**config.mk**
```make
export PLATFORM = sky130hd
export DESIGN_NAME = hazard_scoreboard_flat
export DESIGN_NICKNAME = d
export VERILOG_FILES = /design/src/rtl/hazard_pkg.sv /design/src/rtl/hazard_scoreboard_if.sv /design/src/rtl/hz_stage_reg.sv /design/src/rtl/hazard_scoreboard.sv /design/src/flat_wrapper.sv
export SDC_FILE = /design/constraint.sdc
export NUM_CORES = 1
export LEC_CHECK = 0
export ABC_AREA = 1
export CAP_MARGIN = 20
export CORE_UTILIZATION = 35
export CTS_CLUSTER_SIZE = 30
export DETAILED_ROUTE_END_ITERATION = 8
export GPL_TIMING_DRIVEN = 0
export PLACE_DENSITY = 0.67
export SYNTH_ARGS = -nofsm -noshare
export SYNTH_HDL_FRONTEND = slang
export SYNTH_SLANG_ARGS = --single-unit
```
**constraint.sdc**
```tcl
create_clock -name clk -period 5.45 [get_ports clk]
set_clock_uncertainty 0.1 [all_clocks]
set_input_delay 0.545 -clock clk [delete_from_list [all_inputs] [get_ports clk]]
set_output_delay 0.545 -clock clk [all_outputs]
set_load 0.005 [all_outputs]
```
**src/rtl/hazard_pkg.sv**
```systemverilog
// rtl/hazard_pkg.sv - shared constants, stage-entry type and helpers for the hazard scoreboard
package hazard_pkg;

    localparam int HZ_AW = 5;
    localparam int HZ_TW = 3;

    localparam logic [HZ_TW-1:0] TNEW_ALU = 3'd1;
    localparam logic [HZ_TW-1:0] TNEW_DM  = 3'd2;
    localparam logic [HZ_TW-1:0] TNEW_PC  = 3'd1;
    localparam logic [HZ_TW-1:0] TNEW_MD  = 3'd1;

    // Forward select 0 means the register file; k>0 names the post-decode stage
    localparam int FWD_RF = 0;
    localparam int STG_D  = 0;
    localparam int STG_E  = 1;
    localparam int STG_M  = 2;
    localparam int STG_W  = 3;

    typedef struct packed {
        logic             valid;
        logic [HZ_AW-1:0] rs;
        logic [HZ_AW-1:0] rt;
        logic [HZ_AW-1:0] dst;
        logic [HZ_TW-1:0] rdy;
        logic             md_start;
        logic             csr_wr;
        logic [HZ_TW-1:0] md_lat;
    } stage_entry_t;

    function automatic logic [HZ_TW-1:0] sat_dec(input logic [HZ_TW-1:0] v);
        return (v == '0) ? v : v - HZ_TW'(1);
    endfunction

    // $0 is hardwired zero, so it never creates a dependency
    function automatic logic is_match(input stage_entry_t e, input logic [HZ_AW-1:0] a);
        return e.valid && (e.dst == a) && (a != '0);
    endfunction

endpackage

```
**src/rtl/hazard_scoreboard_if.sv**
```systemverilog
// rtl/hazard_scoreboard_if.sv - decode-stage fields in, stall/forward controls out
interface hazard_scoreboard_if #(
    parameter int NSTAGES = 3,
    parameter int AW      = 5,
    parameter int TW      = 3,
    parameter int SW      = $clog2(NSTAGES + 1)
);
    logic              flush;
    logic              d_valid;
    logic [AW-1:0]     d_rs;
    logic [AW-1:0]     d_rt;
    logic              d_use_rs;
    logic              d_use_rt;
    logic [TW-1:0]     d_tuse_rs;
    logic [TW-1:0]     d_tuse_rt;
    logic [AW-1:0]     d_dst;
    logic [TW-1:0]     d_tnew;
    logic              d_md_start;
    logic [TW-1:0]     d_md_lat;
    logic              d_md_use;
    logic              d_csr_wr;
    logic              d_csr_rd;
    logic              pc_en;
    logic              regd_en;
    logic              rege_clear;
    logic [NSTAGES*SW-1:0] fwd_rs;
    logic [NSTAGES*SW-1:0] fwd_rt;
    logic              md_busy;

    modport master (
        output flush, d_valid, d_rs, d_rt, d_use_rs, d_use_rt, d_tuse_rs, d_tuse_rt,
               d_dst, d_tnew, d_md_start, d_md_lat, d_md_use, d_csr_wr, d_csr_rd,
        input  pc_en, regd_en, rege_clear, fwd_rs, fwd_rt, md_busy
    );

    modport slave (
        input  flush, d_valid, d_rs, d_rt, d_use_rs, d_use_rt, d_tuse_rs, d_tuse_rt,
               d_dst, d_tnew, d_md_start, d_md_lat, d_md_use, d_csr_wr, d_csr_rd,
        output pc_en, regd_en, rege_clear, fwd_rs, fwd_rt, md_busy
    );
endinterface

```
**src/rtl/hz_stage_reg.sv**
```systemverilog
// rtl/hz_stage_reg.sv - one pipeline-stage scoreboard entry with ready countdown
module hz_stage_reg
    import hazard_pkg::*;
#(
    parameter bit DEC = 1'b1
) (
    input  logic         clk,
    input  logic         reset,
    input  logic         i_clear,
    input  stage_entry_t i_load,
    output stage_entry_t o_entry
);

    stage_entry_t r_entry;

    // Reset or clear inserts an empty entry; otherwise capture upstream, counting rdy down when shifting
    always_ff @(posedge clk) begin
        if (reset || i_clear) begin
            r_entry <= '0;
        end else begin
            r_entry <= i_load;
            if (DEC) begin
                r_entry.rdy <= sat_dec(i_load.rdy);
            end
        end
    end

    assign o_entry = r_entry;

endmodule

```
**src/rtl/hazard_scoreboard.sv**
```systemverilog
// rtl/hazard_scoreboard.sv - in-order pipeline hazard unit: stalls, bubbles, forward selects
module hazard_scoreboard
    import hazard_pkg::*;
#(
    parameter int NSTAGES   = 3,
    parameter int AW        = HZ_AW,
    parameter int TW        = HZ_TW,
    parameter int CSR_DEPTH = 2,
    parameter int SW        = $clog2(NSTAGES + 1)
) (
    input  logic               clk,
    input  logic               reset,
    hazard_scoreboard_if.slave hz_bus
);

    // AW/TW must equal the package widths because the stage entry type is shared
    stage_entry_t          w_stg [1:NSTAGES];
    stage_entry_t          w_d_entry;
    logic [AW-1:0]         w_op_rs [0:NSTAGES-1];
    logic [AW-1:0]         w_op_rt [0:NSTAGES-1];
    logic [NSTAGES*SW-1:0] w_fwd_rs;
    logic [NSTAGES*SW-1:0] w_fwd_rt;
    logic                  w_rs_late;
    logic                  w_rt_late;
    logic                  w_csr_pend;
    logic                  w_data_stall;
    logic                  w_md_stall;
    logic                  w_csr_stall;
    logic                  w_stall;
    logic                  w_md_issue;
    logic                  w_md_busy;
    logic [TW-1:0]         r_md_cnt;

    assign w_d_entry.valid    = hz_bus.d_valid;
    assign w_d_entry.rs       = hz_bus.d_rs;
    assign w_d_entry.rt       = hz_bus.d_rt;
    assign w_d_entry.dst      = hz_bus.d_dst;
    assign w_d_entry.rdy      = hz_bus.d_tnew;
    assign w_d_entry.md_start = hz_bus.d_md_start;
    assign w_d_entry.csr_wr   = hz_bus.d_csr_wr;
    assign w_d_entry.md_lat   = hz_bus.d_md_lat;

    for (genvar g = 1; g <= NSTAGES; g++) begin : g_stage
        if (g == 1) begin : g_first
            hz_stage_reg #(.DEC(1'b0)) u_reg (
                .clk     (clk),
                .reset   (reset),
                .i_clear (hz_bus.flush | w_stall),
                .i_load  (w_d_entry),
                .o_entry (w_stg[g])
            );
        end else begin : g_rest
            hz_stage_reg #(.DEC(1'b1)) u_reg (
                .clk     (clk),
                .reset   (reset),
                .i_clear (hz_bus.flush),
                .i_load  (w_stg[g-1]),
                .o_entry (w_stg[g])
            );
        end
    end

    // Data interlock: only the youngest producer of each used operand decides readiness
    always_comb begin
        w_rs_late = 1'b0;
        w_rt_late = 1'b0;
        for (int k = NSTAGES; k >= 1; k--) begin
            if (is_match(w_stg[k], hz_bus.d_rs)) w_rs_late = (w_stg[k].rdy > hz_bus.d_tuse_rs);
            if (is_match(w_stg[k], hz_bus.d_rt)) w_rt_late = (w_stg[k].rdy > hz_bus.d_tuse_rt);
        end
    end

    // Pending CSR writes in the early stages block a CSR-reading instruction in D
    always_comb begin
        w_csr_pend = 1'b0;
        for (int k = 1; k <= CSR_DEPTH; k++) begin
            w_csr_pend = w_csr_pend | (w_stg[k].valid & w_stg[k].csr_wr);
        end
    end

    assign w_md_issue   = w_stg[STG_E].valid & w_stg[STG_E].md_start;
    assign w_md_busy    = (r_md_cnt != '0);
    assign w_data_stall = hz_bus.d_valid & ((hz_bus.d_use_rs & w_rs_late) | (hz_bus.d_use_rt & w_rt_late));
    assign w_md_stall   = hz_bus.d_valid & hz_bus.d_md_use & (w_md_busy | w_md_issue);
    assign w_csr_stall  = hz_bus.d_valid & hz_bus.d_csr_rd & w_csr_pend;
    assign w_stall      = ~hz_bus.flush & (w_data_stall | w_md_stall | w_csr_stall);

    // MD unit busy counter: loads when the op sits in stage 1, counts to idle; flush lets it finish
    always_ff @(posedge clk) begin
        if (reset) begin
            r_md_cnt <= '0;
        end else if (w_md_issue) begin
            r_md_cnt <= w_stg[STG_E].md_lat;
        end else if (w_md_busy) begin
            r_md_cnt <= r_md_cnt - TW'(1);
        end
    end

    // Source operands seen by each consumer stage (D first, then stage entries)
    always_comb begin
        w_op_rs[STG_D] = hz_bus.d_rs;
        w_op_rt[STG_D] = hz_bus.d_rt;
        for (int c = 1; c < NSTAGES; c++) begin
            w_op_rs[c] = w_stg[c].rs;
            w_op_rt[c] = w_stg[c].rt;
        end
    end

    // Forward from the youngest older producer only if its result is already available
    always_comb begin
        w_fwd_rs = '0;
        w_fwd_rt = '0;
        for (int c = 0; c < NSTAGES; c++) begin
            for (int k = NSTAGES; k > c; k--) begin
                if (is_match(w_stg[k], w_op_rs[c]))
                    w_fwd_rs[c*SW +: SW] = (w_stg[k].rdy == '0) ? SW'(k) : SW'(FWD_RF);
                if (is_match(w_stg[k], w_op_rt[c]))
                    w_fwd_rt[c*SW +: SW] = (w_stg[k].rdy == '0) ? SW'(k) : SW'(FWD_RF);
            end
        end
    end

    assign hz_bus.pc_en      = ~w_stall;
    assign hz_bus.regd_en    = ~w_stall;
    assign hz_bus.rege_clear = w_stall;
    assign hz_bus.fwd_rs     = w_fwd_rs;
    assign hz_bus.fwd_rt     = w_fwd_rt;
    assign hz_bus.md_busy    = w_md_busy;

endmodule

```
**src/flat_wrapper.sv**
```systemverilog
// flat-port wrapper written by rule: the top's interface ports become plain ports
module hazard_scoreboard_flat import hazard_pkg::*;
#(
    parameter int NSTAGES   = 3,
    parameter int AW        = HZ_AW,
    parameter int TW        = HZ_TW,
    parameter int CSR_DEPTH = 2,
    parameter int SW        = $clog2(NSTAGES + 1)
)
  (clk, reset, hz_bus_flush, hz_bus_d_valid, hz_bus_d_rs, hz_bus_d_rt, hz_bus_d_use_rs, hz_bus_d_use_rt, hz_bus_d_tuse_rs, hz_bus_d_tuse_rt, hz_bus_d_dst, hz_bus_d_tnew, hz_bus_d_md_start, hz_bus_d_md_lat, hz_bus_d_md_use, hz_bus_d_csr_wr, hz_bus_d_csr_rd, hz_bus_pc_en, hz_bus_regd_en, hz_bus_rege_clear, hz_bus_fwd_rs, hz_bus_fwd_rt, hz_bus_md_busy);
  hazard_scoreboard_if #(.NSTAGES(NSTAGES), .AW(AW), .TW(TW), .SW(SW)) hz_bus_i ();
  input  logic clk;
  input  logic reset;
  input wire logic [$bits(hz_bus_i.flush)-1:0] hz_bus_flush;
  input wire logic [$bits(hz_bus_i.d_valid)-1:0] hz_bus_d_valid;
  input wire logic [$bits(hz_bus_i.d_rs)-1:0] hz_bus_d_rs;
  input wire logic [$bits(hz_bus_i.d_rt)-1:0] hz_bus_d_rt;
  input wire logic [$bits(hz_bus_i.d_use_rs)-1:0] hz_bus_d_use_rs;
  input wire logic [$bits(hz_bus_i.d_use_rt)-1:0] hz_bus_d_use_rt;
  input wire logic [$bits(hz_bus_i.d_tuse_rs)-1:0] hz_bus_d_tuse_rs;
  input wire logic [$bits(hz_bus_i.d_tuse_rt)-1:0] hz_bus_d_tuse_rt;
  input wire logic [$bits(hz_bus_i.d_dst)-1:0] hz_bus_d_dst;
  input wire logic [$bits(hz_bus_i.d_tnew)-1:0] hz_bus_d_tnew;
  input wire logic [$bits(hz_bus_i.d_md_start)-1:0] hz_bus_d_md_start;
  input wire logic [$bits(hz_bus_i.d_md_lat)-1:0] hz_bus_d_md_lat;
  input wire logic [$bits(hz_bus_i.d_md_use)-1:0] hz_bus_d_md_use;
  input wire logic [$bits(hz_bus_i.d_csr_wr)-1:0] hz_bus_d_csr_wr;
  input wire logic [$bits(hz_bus_i.d_csr_rd)-1:0] hz_bus_d_csr_rd;
  output wire logic [$bits(hz_bus_i.pc_en)-1:0] hz_bus_pc_en;
  output wire logic [$bits(hz_bus_i.regd_en)-1:0] hz_bus_regd_en;
  output wire logic [$bits(hz_bus_i.rege_clear)-1:0] hz_bus_rege_clear;
  output wire logic [$bits(hz_bus_i.fwd_rs)-1:0] hz_bus_fwd_rs;
  output wire logic [$bits(hz_bus_i.fwd_rt)-1:0] hz_bus_fwd_rt;
  output wire logic [$bits(hz_bus_i.md_busy)-1:0] hz_bus_md_busy;
  assign hz_bus_i.flush = hz_bus_flush;
  assign hz_bus_i.d_valid = hz_bus_d_valid;
  assign hz_bus_i.d_rs = hz_bus_d_rs;
  assign hz_bus_i.d_rt = hz_bus_d_rt;
  assign hz_bus_i.d_use_rs = hz_bus_d_use_rs;
  assign hz_bus_i.d_use_rt = hz_bus_d_use_rt;
  assign hz_bus_i.d_tuse_rs = hz_bus_d_tuse_rs;
  assign hz_bus_i.d_tuse_rt = hz_bus_d_tuse_rt;
  assign hz_bus_i.d_dst = hz_bus_d_dst;
  assign hz_bus_i.d_tnew = hz_bus_d_tnew;
  assign hz_bus_i.d_md_start = hz_bus_d_md_start;
  assign hz_bus_i.d_md_lat = hz_bus_d_md_lat;
  assign hz_bus_i.d_md_use = hz_bus_d_md_use;
  assign hz_bus_i.d_csr_wr = hz_bus_d_csr_wr;
  assign hz_bus_i.d_csr_rd = hz_bus_d_csr_rd;
  assign hz_bus_pc_en = hz_bus_i.pc_en;
  assign hz_bus_regd_en = hz_bus_i.regd_en;
  assign hz_bus_rege_clear = hz_bus_i.rege_clear;
  assign hz_bus_fwd_rs = hz_bus_i.fwd_rs;
  assign hz_bus_fwd_rt = hz_bus_i.fwd_rt;
  assign hz_bus_md_busy = hz_bus_i.md_busy;
  hazard_scoreboard #(.NSTAGES(NSTAGES), .AW(AW), .TW(TW), .CSR_DEPTH(CSR_DEPTH), .SW(SW)) u_core (.clk(clk), .reset(reset), .hz_bus(hz_bus_i));
endmodule
```
# After elaboration in Yosys (flattened, before gate mapping)
# Index checks and enable logic that the tools add are counted.
[word_totals]
memories = 0
elab_cells = 120
latchBits = 0
rom_bits = 0
mem_bits_rw = 0
regBits = 56
[classes]
n_mux = 25
n_addsub = 3
n_eq_ne = 12
n_div = 0
n_reduce_logical = 37
n_mul = 0
shifts = 0
bitwise = 19
n_lt_le_gt_ge = 6
[ops]
columns = ["operator", "count"]
rows = [
  ["== test 5 bit", 12],
  ["nonzero test 5 bit", 6],
  ["two-way mux 2 bit", 14],
  ["logical AND 1 bit", 24],
  ["> comparator 3 bit", 6],
  ["two-way mux 3 bit", 4],
  ["AND 1 bit", 11],
  ["zero test 3 bit", 3],
  ["subtractor 3 x 1 -> 3 bit, second input constant", 3],
  ["two-way mux 1 bit", 7],
  ["bitwise OR 1 bit", 6],
  ["nonzero test 3 bit", 1],
  ["logical OR 1 bit", 2],
  ["NOT 1 bit", 2],
  ["nonzero test 2 bit", 1],
]

# Logic depth before layout (Yosys ltp)
# Gate-level depths: netlist (run 1).
[depth]
ltp_word = 14
ltp_mapped = 16
mapped_depth_nobuf = 15

# Hierarchy
# Synthesis (run 1) repeated with hierarchy kept, for this count alone.
[hier_totals]
hier_cells = 584
area_unflattened_um2 = 4227.8
[by_module_without_submodules]
columns = ["mod", "cells_each", "seq_area_each_um2", "area_per_inst_um2", "n_inst"]
rows = [
  ["hazard_scoreboard", 331, 60.1, 1826.8, 1],
  ["hz_stage_reg at u_core.g_stage[2].g_rest.u_reg ...", 88, 480.5, 824.5, 2],
  ["hz_stage_reg at u_core.g_stage[1].g_first.u_reg", 77, 480.5, 752.0, 1],
]

# Least setup slack after synthesis (run 1)
# Ideal clock, no wire load.
[synth_path]
kind = "input port to output port"
startpoint = "in hz_bus_d_tuse_rt[2]"
endpoint = "out hz_bus_regd_en"
stages = 12
n_path_buf = 1
arrival_time_ps = 1871
path_slack_ps = 2934
required_ps = 4805
path_cell_list = "inv_1 > ha_1 > and3_1 > a21oi_1 > nand3_2 > nand2_2 > nand2_2 > nand3_2 > nand2_2 > nor2_1 > inv_1 > buf_4"
[synth_via]
elab_chain_len = 11
[synth_lines]
columns = ["item", "line", "rtl"]
rows = [
  ["from (decl)", "flat_wrapper.sv:21", "input wire logic [$bits(hz_bus_i.d_tuse_rt)-1:0] hz_bus_d_tuse_rt;"],
  ["> comparator 3 bit", "hazard_scoreboard.sv:69", "if (is_match(w_stg[k], hz_bus.d_rt)) w_rt_late = (w_stg[k].rdy > hz_bus.d_tuse_rt);"],
  ["two-way mux 1 bit (2 in series)", "hazard_scoreboard.sv:69", ""],
  ["two-way mux 1 bit (*)", "hazard_scoreboard.sv:69", ""],
  ["AND 1 bit (*)", "hazard_scoreboard.sv:83", "assign w_data_stall = hz_bus.d_valid & ((hz_bus.d_use_rs & w_rs_late) | (hz_bus.d_use_rt & w_rt_late));"],
  ["bitwise OR 1 bit (*)", "hazard_scoreboard.sv:83", ""],
  ["AND 1 bit (*)", "hazard_scoreboard.sv:83", ""],
  ["bitwise OR 1 bit (*) (2 in series)", "hazard_scoreboard.sv:86", "assign w_stall = ~hz_bus.flush & (w_data_stall | w_md_stall | w_csr_stall);"],
  ["AND 1 bit (*)", "hazard_scoreboard.sv:86", ""],
  ["via hz_bus_rege_clear", "flat_wrapper.sv:31", "output wire logic [$bits(hz_bus_i.rege_clear)-1:0] hz_bus_rege_clear;"],
  ["NOT 1 bit (*)", "--", ""],
  ["to (decl)", "flat_wrapper.sv:30", "output wire logic [$bits(hz_bus_i.regd_en)-1:0] hz_bus_regd_en;"],
]
# The timed path passes the listed nets; every way through them passes the cells marked *.

# Worst setup path in the final report (run 1)
[layout_path]
startpoint = "in hz_bus_d_tuse_rt[2]"
endpoint = "out hz_bus_regd_en"
[layout_via]
elab_chain_len = 11
[layout_lines]
columns = ["item", "line", "rtl"]
rows = [
  ["> comparator 3 bit", "hazard_scoreboard.sv:69", ""],
  ["two-way mux 1 bit (2 in series)", "hazard_scoreboard.sv:69", ""],
  ["two-way mux 1 bit (*)", "hazard_scoreboard.sv:69", ""],
  ["AND 1 bit (*)", "hazard_scoreboard.sv:83", ""],
  ["bitwise OR 1 bit (*)", "hazard_scoreboard.sv:83", ""],
  ["AND 1 bit (*)", "hazard_scoreboard.sv:83", ""],
  ["bitwise OR 1 bit (*) (2 in series)", "hazard_scoreboard.sv:86", ""],
  ["AND 1 bit (*)", "hazard_scoreboard.sv:86", ""],
  ["NOT 1 bit (*)", "hazard_scoreboard.sv:124", "assign hz_bus.regd_en = ~w_stall;"],
]
# Every way passes the cells marked *; elsewhere a longest branch is shown, timed or not.

==> results of run 1 <==
==> cell families (layout without fill, tap and decap cells) <==
family,Yosys count,after routing
AOI/OAI and AO/OA,62,62
xor gates and xnor gates,18,18
adders and majority gates,25,25
buffers and inverters,101,160
DFF,56,56
muxes,1,1
and+or+nand+nor,229,229
==> where the power goes <==
group | switching (mW) | total (mW) | internal [mW]
logic | 0.143 | 0.261 | 0.118
clock network | 0.132 | 0.313 | 0.181
registers | 0.0185 | 0.454 | 0.436
total | 0.294 | 1.03 | 0.735
==> stage by stage <==
step           cells  setup WS [ns]  utilization (%)  instance area, um2
3_5_place_dp     677           1.79             43.0                4190
6_report         684           1.82             44.4                4320
2_1_floorplan    492           2.93                -                3500
4_1_cts          684           1.79             44.4                4320
5_1_grt          684           1.63             44.4                4320
3_3_place_gp     677           1.87             43.0                4190
==> area by class of cell <==
cell class                      instances  area (um2)
Fill cell                            1033        5410
Multi-Input combinational cell        335        1950
Sequential cell                        56        1120
Timing Repair Buffer                   52         520
Inverter                               92         345
Tap cell                              133         166
Buffer                                  9        80.1
Clock buffer                            5        68.8
Clock inverter                          2        60.1
==> flip-flops by register name, indices dropped and copies added, names as in the netlist <==
| register | cells |
|---|---|
| u_core.g_stage.g_first.u_reg.o_entry | 24 |
| u_core.r_md_cnt | 3 |
| u_core.g_stage.g_rest.u_reg.o_entry | 29 |
==> worst max path at each step <==
| stage | start | end | cells past startpoint |
|---|---|---|---|
| after floorplan | hz_bus_d_tuse_rt[2] | hz_bus_regd_en | 12 |
| after global placement | hz_bus_d_tuse_rt[2] | hz_bus_regd_en | 14 |
| after detailed placement | hz_bus_d_tuse_rt[2] | hz_bus_regd_en | 14 |
| after CTS | hz_bus_d_tuse_rt[2] | hz_bus_regd_en | 14 |
| after global routing | hz_bus_d_tuse_rs[2] | hz_bus_regd_en | 15 |
| final | hz_bus_d_tuse_rt[2] | hz_bus_regd_en | 14 |
==> worst min-delay path, stage by stage (launching register included) <==
cell     delay (ns)
dfxtp_1        0.31
inv_1          0.05
nor2_1         0.04
==> layout by cell type, fill, tap and decap left out, types with 2 or more instances in the layout <==
master            n
a2111oi_0         2
a211oi_1          2
a21oi_1          22
a221oi_1          3
buf_12            2
buf_2             2
buf_4             3
bufinv_16         2
clkbuf_1          2
clkbuf_8          5
clkdlybuf4s50_1  52
dfxtp_1          56
ha_1             25
inv_1            76
inv_2            15
nand2_1          99
nand2_2           6
nand3_1          18
nand3_2           3
nand4_1           5
nor2_1           57
nor2_2           12
nor2_4           16
nor3_1            5
nor4_1            4
o211ai_1          3
o21ai_0          19
o21ai_1           2
o22ai_1           5
xnor2_1           4
xor2_1           14
==> metal layers <==
metal  part of all wire (%)  vias to the layer above  GRT usage (%)
met4                    2.4                        0           6.81
li1                       -                     1666              -
met3                    4.4                       18           3.08
met1                     45                     1394           22.1
met5                      0                        -              0
met2                     48                       83           31.2
==> summary.txt, run 1 <==
Detailed routing
  – Detail Route Antenna Nets: 0
  – Routed WL: 8.70 mm
  – DR vias/cell: 4.62
  – Drt pass-1 iters: 6
  – Post-detailed-route wirelength per cell: 12.7 um
  – Residual DRC count: 1
  – Number of DRC markers after the initial detailed-route iteration: 147
  – Routed vias: 3161

Clocking
  – Number of buffers between clock root and the deepest sink: 2
  – Clock latency at the later pin of the worst-skew pair: 0.31 ns
  – Inserted Clock Buffers: 5
  – Clock slew at reported path FFs: 0.10 ns
  – Total number of H-tree levels: 2
  – Hold buffer count at cts: 0
  – CTS sink count: 56
  – Setup bufs post-CTS: 0
  – Post-cts resize count: 0
  – TritonCTS clock tree: yes
  – Cell at the root of the clock tree: clkbuf_8

Critical path
  – Worst-path maximum fanout: 3
  – Category of the most critical setup path: input pin to output port
  – CP max-delay cell: clkdlybuf4s50_1
  – Cell seen most often among critical-path stages: nand2_2
  – Worst reg2reg setup slack: 3.41 ns
  – RR Startpoint: u_core.g_stage[2].g_rest.u_reg.o_entry[7]
  – Worst reg2reg path endpoint: u_core.g_stage[1].g_first.u_reg.o_entry[21]
  – Worst reg-to-reg path cell count: 15
  – Longest individual stage delay on the worst path: 0.46 ns
  – Capturing element type of the critical path: output port
  – Category of cells accounting for the largest share of critical-path delay: buffers and inverters
  – Crit path launch type: input pin
  – Sequence of cells on the critical path: clkdlybuf4s50_1 -> inv_1 -> ha_1 -> and3_1 -> a21oi_1 -> nand3_2 -> nand2_2 -> nand2_2 -> nand3_2 -> nand2_2 -> nor2_1 -> inv_1 -> buf_4 -> clkdlybuf4s50_1
  – Data required time at the worst endpoint: 4.81 ns
  – Count of buffer and inverter cells on the critical path: 5
  – Arrival time worst endpoint: 2.99 ns

Placement
  – RD Place Congestion: 0.946
  – # port buffers: 52
  – Detailed-placement wirelength estimate: 7.07 mm

GRT
  – Number of antenna violations at the first check in global routing: 0
  – Maximum number of pins on one net before global-route repair: 17
  – Overall overflow remaining after global route: 0
  – Wire length of the first global-routing pass: 14.4 mm
  – Tot GR Track Use: 18.0%
  – Via count of the first global-routing pass: 3125

Timing
  – Tightest slew margin relative to the limit: 37.5%
  – Fmax achieved: 275 MHz
  – Max Transition Viols Final: 0
  – Number of endpoints with negative hold slack in the final report: 0
  – Final period utilization: 66.6%
  – Number of failing setup endpoints in the final timing report: 0
  – Fin Setup TNS: 0 ns
  – Unrepaired setup endpoints after global routing: no
  – Minimum hold slack: 0.337 ns
  – Slew at the pin closest to its max-slew limit: 0.930 ns
  – Final critical-path required period: 3.63 ns

Yosys
  – Synth Instances: 492
  – Dominant cell type by area after synthesis: dfxtp_1
  – Post-Synth Adder-Cell Area: 8.93%
  – Post-synth EDFFs: 0
  – Post-synth net total: 554
  – Mean post-synth cell area: 7.12 um2
  – Simple-gate area share of the yosys netlist: 31.8%
  – Number of flip-flops and latches in the synthesized netlist: 56
  – Cell area after synthesis: 3500 um2
  – Total number of yosys warnings: 0
  – Top post-synthesis cells by area: dfxtp_1 32%, nand2_1 11%, ha_1 8.9%
  – Sequential element share of the synthesized area: 32.0%
  – Cell with the most instances after synthesis: nand2_1
  – Post-synth cell types: 38
  – Synth cell count leaders: 99 x nand2_1, 76 x inv_1, 57 x nor2_1
  – Share of the synthesized netlist area taken by xor and xnor gates: 4.50%
  – Fraction of registers with async set or reset after synthesis: 0%
  – Largest family of logic cells by synthesized area: simple AND/OR/NAND/NOR gates
  – Multiplexer share of the synthesized area: 0.286%
  – Primary flip-flop cell chosen by synthesis mapping: dfxtp_1
  – Fraction of the mapped netlist area in compound gates: 10.3%
  – Yosys top cell area share: 32.0%

Pwr
  – Pwr Total: 1.03 mW
  – IR drop worst, VDD: 0.130 mV
  – Pwr Density: 238 nW/um2
  – Total leakage power: 1.95 nW

Final layout
  – Area Overhead vs Synth: 23.3%
  – Number of antenna cells inserted: 0
  – Count of nets after finishing: 613
  – Fraction of final layout cells with drive strength greater than 1: 12.5%

Hold path
  – Capture endpoint of the worst hold path: u_core.g_stage[2].g_rest.u_reg.o_entry[3]
  – Hold Path Class: flop to flop
  – Source of the worst hold timing path: u_core.g_stage[1].g_first.u_reg.o_entry[3]
  – Worst Hold Path Cells: 2

Floorplanning
  – Starting density of the core: 36.0%
  – Die ar.: 10400 um2
  – Die boundary width: 102 um
  – Die H: 102 um
  – Boundary Pins: 53
  – Standard-cell row count: 36
  – Area inside the core boundary: 9730 um2

Outcome
  – Failing checks: DRC
  – Result of the run: complete, but fails checks

Flow run
  – Max-cap check violation count: 0
Note: power is estimated with default switching activity, not from simulation.
==> run 2: changes to the inputs <==
PLACE_DENSITY = 0.69   (was 0.67)
clock period = 3.02 ns   (was 5.45 ns; I/O delays follow)
==> run 2 against run 1 <==
The flow still finishes with violations (DRC). Hold slack better by 0.020 ns. Non-clock buffer count stayed put. Total power is 78% higher. Largest cell class unchanged. Global-route usage is 0.29 points lower. Sequential cell count stayed put. Register-to-register slack worse by 2.5 ns. Count of clock-buffer cells in the layout is 2 higher. Clock power is 69% higher. Cell area is 1.6% higher. Die area stayed put. Worst setup slack worse by 1.7 ns. Sequential share of layout area is 0.40 points lower.
==> summary.txt, run 2 (synthesis gave the netlist of run 1 again) <==
Critical path
  – Longest individual stage delay on the worst path: 0.47 ns (was 0.46 ns)
  – Category of the most critical setup path: input pin to output port (unchanged)
  – Sequence of cells on the critical path: clkdlybuf4s50_1 -> inv_2 -> ha_1 -> nand2_1 -> nor2_1 -> nor2_1 -> nor2_1 -> nand3_1 -> nand2_1 -> inv_1 -> nand2_1 -> nand2_1 -> nand3_2 -> nand2_2 -> nor2_2 -> inv_1 -> buf_4 -> dlygate4sd2_1 (was clkdlybuf4s50_1 -> inv_1 -> ha_1 -> and3_1 -> a21oi_1 -> nand3_2 -> nand2_2 -> nand2_2 -> nand3_2 -> nand2_2 -> nor2_1 -> inv_1 -> buf_4 -> clkdlybuf4s50_1)
  – Worst-path maximum fanout: 3 (unchanged)
  – CP max-delay cell: clkdlybuf4s50_1 (unchanged)
  – Crit path launch type: input pin (unchanged)
  – Data required time at the worst endpoint: 2.62 ns (was 4.81 ns)
  – Category of cells accounting for the largest share of critical-path delay: buffers and inverters (unchanged)
  – Capturing element type of the critical path: output port (unchanged)
  – Count of buffer and inverter cells on the critical path: 6 (was 5)
  – Cell seen most often among critical-path stages: nand2_1 (was nand2_2)
  – Arrival time worst endpoint: 2.49 ns (was 2.99 ns)

Detailed routing
  – Routed vias: 3191 (was 3161)
  – DR vias/cell: 4.66 (was 4.62)
  – Drt pass-1 iters: 6 (unchanged)
  – Residual DRC count: 1 (unchanged)
  – Number of DRC markers after the initial detailed-route iteration: 148 (was 147)
  – Detail Route Antenna Nets: 0 (unchanged)
  – Post-detailed-route wirelength per cell: 12.8 um (was 12.7 um)
  – Routed WL: 8.77 mm (was 8.70 mm)

GRT
  – Met3 layer usage reported by global route: 2.67% (was 3.08%)
  – Via count of the first global-routing pass: 3008 (was 3125)
  – Wire length of the first global-routing pass: 14.1 mm (was 14.4 mm)
  – Overall overflow remaining after global route: 0 (unchanged)
  – Met2 usage in global routing: 29.9% (was 31.2%)
  – Number of antenna violations at the first check in global routing: 0 (unchanged)
  – Maximum number of pins on one net before global-route repair: 17 (unchanged)
  – Global route hottest layer: met2 (unchanged)
  – GR Layer Usage met1: 22.2% (was 22.1%)
  – Tot GR Track Use: 17.7% (was 18.0%)

Final layout
  – Utilization after layout: 45.1% (was 44.4%)
  – Post-route cell area: 4380 um2 (was 4320 um2)
  – Most frequent cells in the layout: 99 x nand2_1, 73 x inv_1, 56 x nor2_1, 56 x dfxtp_1, 49 x clkdlybuf4s50_1 (was 99 x nand2_1, 76 x inv_1, 57 x nor2_1, 56 x dfxtp_1, 52 x clkdlybuf4s50_1)
  – Area Overhead vs Synth: 25.2% (was 23.3%)
  – Count of nets after finishing: 613 (unchanged)
  – Finished Layout Cells: 685 (was 684)
  – Most frequent standard cell in the layout excluding fill and tap cells: nand2_1 (unchanged)
  – Fraction of final layout cells with drive strength greater than 1: 14.7% (was 12.5%)
  – Flip-flop count of the largest register after layout: 29 (unchanged)
  – Filler Cell Count: 1035 (was 1033)
  – Number of antenna cells inserted: 0 (unchanged)

Timing
  – Final period utilization: 95.8%
  – Fin Setup TNS: 0 ns (unchanged)
  – Fmax achieved: 345 MHz
  – Final critical-path required period: 2.89 ns
  – Max Transition Viols Final: 0 (unchanged)
  – Tightest slew margin relative to the limit: 56.6% (was 37.5%)
  – Number of endpoints with negative hold slack in the final report: 0 (unchanged)
  – Number of failing setup endpoints in the final timing report: 0 (unchanged)
  – Slew at the pin closest to its max-slew limit: 0.648 ns (was 0.930 ns)

Floorplanning
  – Boundary Pins: 53 (unchanged)
  – Area inside the core boundary: 9730 um2 (unchanged)
  – Starting density of the core: 36.0% (unchanged)
  – Standard-cell row count: 36 (unchanged)
  – Die ar.: 10400 um2 (unchanged)
  – Die boundary width: 102 um (unchanged)
  – Die H: 102 um (unchanged)

Placement
  – Detailed-placement wirelength estimate: 7.03 mm (was 7.07 mm)
  – Number of instances in the placed design: 677 (unchanged)
  – RD Place Congestion: 1.02 (was 0.946)
  – Standard cell area after detailed placement: 4190 um2 (unchanged)
  – # port buffers: 52 (unchanged)

Clocking
  – Clock slew at reported path FFs: 0.10 ns (about the same)
  – CTS sink count: 56 (unchanged)
  – TritonCTS clock tree: yes (unchanged)
  – Inserted Clock Buffers: 5 (unchanged)
  – Cell at the root of the clock tree: clkbuf_8 (unchanged)
  – Total number of H-tree levels: 2 (unchanged)
  – Hold buffer count at cts: 0 (unchanged)
  – Number of buffers between clock root and the deepest sink: 2 (unchanged)
  – Clock latency at the later pin of the worst-skew pair: 0.31 ns (about the same)

Pwr
  – IR drop worst, VDD: 0.195 mV (was 0.130 mV)
  – Pwr Density: 417 nW/um2 (was 238 nW/um2)
  – Pwr Total: 1.83 mW (was 1.03 mW)
  – Total leakage power: 1.96 nW (was 1.95 nW)

Outcome
  – Failing checks: DRC (unchanged)
  – Result of the run: complete, but fails checks (unchanged)

Flow run
  – Max-cap check violation count: 0 (unchanged)

Hold path
  – Hold Path Class: flop to flop (unchanged)
## run 2: changes by cell type in the layout (fill, tap and decap cells not counted), moves of 2 or more
cell,change
clkdlybuf4s50_1,-3
dlymetal6s2s_1,+2
inv_2,+3
inv_1,-3
clkbuf_8,+2
ha_1,-4
ha_4,+4
## run 2: worst min-delay path, stage by stage (launching register included)
cell and delay (ns):
dfxtp_1 0.31, inv_1 0.06, nor2_1 0.05
## run 2: final cells by class
cell class / count / area (um2) / share of cell area, %
flip-flops and latches: 56 / 1120 / 25.6
multi-input cells: 335 / 2020 / 46.1
repair buffers: 52 / 524 / 12.0
clock buffers: 7 / 96.3 / 2.20
inverters: 92 / 345 / 7.88
well taps: 133 / 166 / 3.80
plain buffers: 9 / 80.1 / 1.83
clock inverters: 1 / 30.0 / 0.685
## run 2: metrics by stage
stage | hold WS (ns) | worst slack (ns)
final | 0.357 | 0.126
after global routing | 0.390 | -0.0129
after CTS | 0.358 | 0.0452
after detailed placement | 0.343 | -0.112
after global placement | 0.321 | -0.0770
after floorplan | 0.280 | 0.990
## run 2: per-layer routing
metal  routed length [um]  vias to the layer above
li1                     -                     1657
met1                 3920                     1424
met2                 4170                       92
met3                  406                       18
met4                  274                        0
met5                    0                        -
## run 2: report_power, final
group,switching (mW),internal [mW],total (mW)
combinational,0.261,0.217,0.477
sequential,0.0344,0.787,0.821
clock,0.235,0.293,0.528
total,0.530,1.30,1.83
## run 2: what timing repair did
action                                  4_1_cts  5_1_grt
pin swaps                                     1        3
cloned                                        0        0
gates resized for setup                       4       10
endpoints found under the setup margin        4        3
buffers inserted                              0        0
## run 2: worst paths after layout
path	from	end	slack, ns	cells past startpoint
worst max-delay path	hz_bus_d_tuse_rs[1]	hz_bus_regd_en	0.13	18
worst min-delay path	u_core.g_stage[1].g_first.u_reg.o_entry[3]	u_core.g_stage[2].g_rest.u_reg.o_entry[3]	0.36	2
worst max register to register	u_core.g_stage[2].g_rest.u_reg.o_entry[7]	u_core.g_stage[1].g_first.u_reg.o_entry[17]	0.92	15
worst min register to register	u_core.g_stage[1].g_first.u_reg.o_entry[3]	u_core.g_stage[2].g_rest.u_reg.o_entry[3]	0.36	2
